===== config.mk =====
export PLATFORM = sky130hd
export DESIGN_NAME = mem_dump_reader
export DESIGN_NICKNAME = d
export VERILOG_FILES = /design/src/rtl/mem_dump_reader.sv
export SDC_FILE = /design/constraint.sdc
export NUM_CORES = 1
export LEC_CHECK = 0
export CORE_MARGIN = 3
export CORE_UTILIZATION = 44
export CTS_BUF_LIST = sky130_fd_sc_hd__clkbuf_8
export DETAILED_ROUTE_END_ITERATION = 10
export PLACE_DENSITY = 0.81
export RECOVER_POWER = 100
export SLEW_MARGIN = 20
export SYNTH_ARGS = -nofsm -noshare
export SYNTH_HDL_FRONTEND = slang
export SYNTH_SLANG_ARGS = --single-unit

===== constraint.sdc =====
create_clock -name clock -period 2.4 [get_ports clock]
set_input_delay 0.48 -clock clock [delete_from_list [all_inputs] [get_ports clock]]
set_output_delay 0.48 -clock clock [all_outputs]
set_load 0.03 [all_outputs]

===== src/rtl/mem_dump_reader.sv =====
// Streams a contiguous block of words from a synchronous RAM read port to a
// valid/ready output, one word at a time, tagging each word with its address.
module mem_dump_reader #(
    parameter int ADDR_WIDTH = 8,
    parameter int DATA_WIDTH = 32
) (
    input  logic                  clock,
    input  logic                  reset,
    input  logic                  start,
    input  logic [ADDR_WIDTH-1:0] base_addr,
    input  logic [ADDR_WIDTH:0]   word_count,
    output logic                  busy,
    output logic                  done,
    output logic                  mem_rd_en,
    output logic [ADDR_WIDTH-1:0] mem_addr,
    input  logic [DATA_WIDTH-1:0] mem_rd_data,
    output logic                  out_valid,
    input  logic                  out_ready,
    output logic [DATA_WIDTH-1:0] out_data,
    output logic [ADDR_WIDTH-1:0] out_addr
);

    typedef enum logic [2:0] {
        IDLE  = 3'd0,
        ISSUE = 3'd1,
        WAIT  = 3'd2,
        OUT   = 3'd3,
        FIN   = 3'd4
    } state_t;

    localparam logic [ADDR_WIDTH-1:0] ADDR_ONE = 1;
    localparam logic [ADDR_WIDTH:0]   CNT_ONE  = 1;
    localparam logic [ADDR_WIDTH:0]   CNT_ZERO = '0;

    state_t                state;
    state_t                state_next;
    logic [ADDR_WIDTH-1:0] cur_addr;
    logic [ADDR_WIDTH:0]   remaining;
    logic                  handshake;

    assign handshake = (state == OUT) && out_ready;
    assign mem_addr  = cur_addr;

    always_ff @(posedge clock) begin
        if (!reset) begin
            state <= IDLE;
        end else begin
            state <= state_next;
        end
    end

    always_comb begin
        state_next = state;
        unique case (state)
            IDLE: begin
                if (start) begin
                    state_next = (word_count == CNT_ZERO) ? FIN : ISSUE;
                end
            end
            ISSUE: state_next = WAIT;
            WAIT:  state_next = OUT;
            OUT: begin
                if (out_ready) begin
                    state_next = (remaining == CNT_ONE) ? FIN : ISSUE;
                end
            end
            FIN:     state_next = IDLE;
            default: state_next = IDLE;
        endcase
    end

    always_comb begin
        busy      = (state != IDLE);
        done      = (state == FIN);
        mem_rd_en = (state == ISSUE);
        out_valid = (state == OUT);
    end

    // Read data arrives during WAIT and is captured together with its address,
    // so the output word stays frozen for as long as OUT is held off.
    always_ff @(posedge clock) begin
        if (!reset) begin
            cur_addr  <= '0;
            remaining <= '0;
            out_data  <= '0;
            out_addr  <= '0;
        end else begin
            if (state == IDLE && start && word_count != CNT_ZERO) begin
                cur_addr  <= base_addr;
                remaining <= word_count;
            end
            if (state == WAIT) begin
                out_data <= mem_rd_data;
                out_addr <= cur_addr;
            end
            if (handshake) begin
                remaining <= remaining - CNT_ONE;
                if (remaining != CNT_ONE) begin
                    cur_addr <= cur_addr + ADDR_ONE;
                end
            end
        end
    end

endmodule


==> results.md <==
- Status: finished, final reports clean
- Initial antenna violation count: 0
- Commonest cells after routing, fill and taps aside: nand2_1, dfxtp_1, clkdlybuf4s50_1, dlygate4sd3_1, a21oi_1
- Die area: ~6900 sq um
- Worst-path maximum fanout: 13
- Synth area leader: dfxtp_1
- Overall Power: 2.577 mW
- Overflow left after global routing: 0
- Vias in the first global route: 2423
- Port-buffer cells: about 100
- Xor-xnor portion of the synthesized cell area: 0%
- CTS max path bufs: 2
- Critical R2R Launch: remaining[0]
- Post-Synth Simple-Gate Area: 27.77%
- Placement row count: 27
- Final setup skew: 8.405 ps
- Final #Nets: 488
- Final worst path period share: 95.07%
- Post-synthesis sequential area ratio: a little under half
- Die width: 82.87 um
- Synthesized Nets: 384
- Initial Util: approximately 46%
- CTS sink count: 60
- Top-area cell type share of the netlist area: 46.20%
- Worst slew margin: between 40% and 50%
- Synthesized area: 2600 sq um
- Cell Int Power: 1.756 mW
- Fraction of layout cells with a size suffix above 1: 6.881%
- Global-route wire length before repair: 11190 um
- Flops & latches, synth: 60
- Post-DP HPWL: 4868 um
- Filler Cell Count: 493
- Element type at the critical path end: output port
- H-tree levels: 3
- Met3 wire len: 432 um
- Synth area leaders: dfxtp_1, nand2_1, a21oi_1, nand3_1, a31oi_1
- Core Area: 5608 sq um
- Fin Setup TNS: 0 ps
- Worst R2R Setup Slack: 560 ps
- Wire length on met2: 3187 um
- Setup CP Type: reg -> out
- TritonRoute pass-1 iters: 4
- Post-synthesis cell count: 328
- Clock root buffer: clkbuf_8
- Post-synth EDFFs: 0
- I/O pin count: roughly 110
- Routed via count: 2630
- Total GRT Usage: 19.64%
- Largest net degree at the start of global routing: 57
- Worst Reg2Reg Path Length in Cells: 5
- Final hold viol count: 0
- Yosys cell types: 43
- CTS tree: yes
- Routed WL per cell: 13.52 um
- Max stage delay on crit path: 770 ps
- Arr. time, crit path: roughly 1800 ps
- Maximum vdd drop: 0.3960 mV
- CTS Buf Count: 9
- Residual DRC count: 0
- DRT iter0 DRCs: 157
- Worst Path Buf+Inv: 1
- HP Start: out_data[27]
- Routed vias/inst: approximately 5.2
- Die H: roughly 83 um
- Crit-path cells: nor3b_1 -> dlygate4sd3_1
- Area Growth Syn to Fin: 48.70%
- Hold crit path type: reg -> reg
- Crit start category: register
- Adder-Cell Fraction of Synth Area: 1.444%
- CP top delay family: buffers and inverters
- Power share of the sequential group: around 45%
- Slowest CP cell: dlygate4sd3_1
- Least-Margin Pin Slew: around 820 ps
- Sw Share: 31.88%
- WHS Endpoint: out_data[27]
- Slew Limit Fails: 0
- Routed WL: 6867 um
- Worst path required time: 1920 ps
- Final period demand of the worst path: about 2300 ps
- Power per cell area: 666.5 nW/um^2
- CTS clock-pin slew for the worst setup and hold paths: 70 ps
- Synth warn: 0
- Max cap viols: 0
- Largest family of logic cells by synthesized area: simple AND/OR/NAND/NOR gates
- Switching Power: around 0.8 mW
- Final setup viols: 0
- Mapped Avg Cell Area: roughly 8 sq um
- Reg2reg end: mem_addr[0]
- Hold depth: 2
- Ys async rst share: 0%
- Later-pin clock latency in the skew report: 330 ps
- RSZ-0062 raised after global routing: no
- Diode count: 0
- Ys flop type: dfxtp_1
- Top routing layer used: met4
- Placer Congestion: 0.8612
- Commonest non-fill, non-tap cell in the layout: nand2_1
- Mux contribution to synthesized area: 0%
- Leak: 1.506 nW
- Fmax achieved: 438.3 MHz
- Met1 wire length: 3060 um
- Clock power share: 29.6%
- Combinational power share: between 20% and 30%
- Post-route ant nets: 0
- Area fraction in compound gates after synthesis: 19.78%
- Postcts setup bufs: 0
[registers in the layout, summed over array words and instances, names as in the netlist]
register and cells:
state 3, out_data 32, out_addr 8, mem_addr 8
remaining 9
[cell type report]
cell class,count,area (sq um),share of cell area [%]
Multi-Input combinational cell,244,1260,32.59
Sequential cell,60,1202,31.10
Timing Repair Buffer,114,1135,29.35
Clock buffer,10,137.6,3.560
Tap cell,72,90.09,2.330
Clock inverter,5,30.03,0.7767
Inverter,3,11.26,0.2913
[synthesized netlist by cell type, drive strengths merged (5+ instances only)]
| master | number |
|---|---|
| nand2 | 97 |
| dfxtp | 60 |
| a21oi | 49 |
| nand3 | 16 |
| clkbuf | 15 |
| a31oi | 12 |
| o21ai | 9 |
| nor3 | 7 |
| buf | 6 |
| nor2 | 5 |
| or3 | 5 |
[how the worst max path moves through the flow]
stage	slack (ps)	from	cells past startpoint	endpoint
final	120	state[0]	2	mem_rd_en
after global routing	50	word_count[5]	6	remaining[2]
after CTS	30	state[0]	2	mem_rd_en
after detailed placement	30	word_count[5]	5	mem_addr[0]
after global placement	60	word_count[5]	5	mem_addr[0]
after floorplan	480	word_count[5]	5	mem_addr[0]
[routing by layer]
layer | track usage (%) | vias to the layer above
met1 | 24.46 | 1179
met4 | 9.212 | 0
met2 | 32.00 | 88
met5 | 0 | -
met3 | 4.663 | 14
li1 | - | 1349
[cells by family after synthesis]
logic type,after synthesis
flops,60
buf+inv,24
compound gates,87
simple gates,154
fa+ha+maj,3
[tightest hold or removal path, cell delays in order, from the launching register on]
cell and delay, ps:
dfxtp_1 300, nand2_1 50, a21oi_1 50
[power groups by stage]
| stage | logic [mW] | registers [mW] | clock network [mW] |
|---|---|---|---|
| after floorplan | 0.288 | 1.27 | 0 |
| after global placement | 0.687 | 1.17 | 0 |
| after detailed placement | 0.697 | 1.17 | 0 |
| after CTS | 0.700 | 1.15 | 0.791 |
| after global routing | 0.719 | 1.16 | 0.842 |
| final | 0.665 | 1.15 | 0.764 |
[per-stage QoR]
stage               utilization [%]  cells  setup WS (ps)  hold slack [ps]  instance area, sq um
finish                        68.94    508          118.4            450.2                  3866
global route                  68.94    508          45.82            468.3                  3866
CTS                           69.28    508          34.05            454.8                  3885
detailed placement            66.29    493          34.89            445.3                  3717
global placement              66.29    493          64.93            441.1                  3717
floorplan                         -    328          483.0            464.6                  2600
[repair_timing]
item	4_1_cts	5_1_grt
hold buffers	0	0
endpoints found under the hold margin	0	0
resized for setup	0	1
setup endpoints to repair	0	2
(Power assumes the default switching activity.)
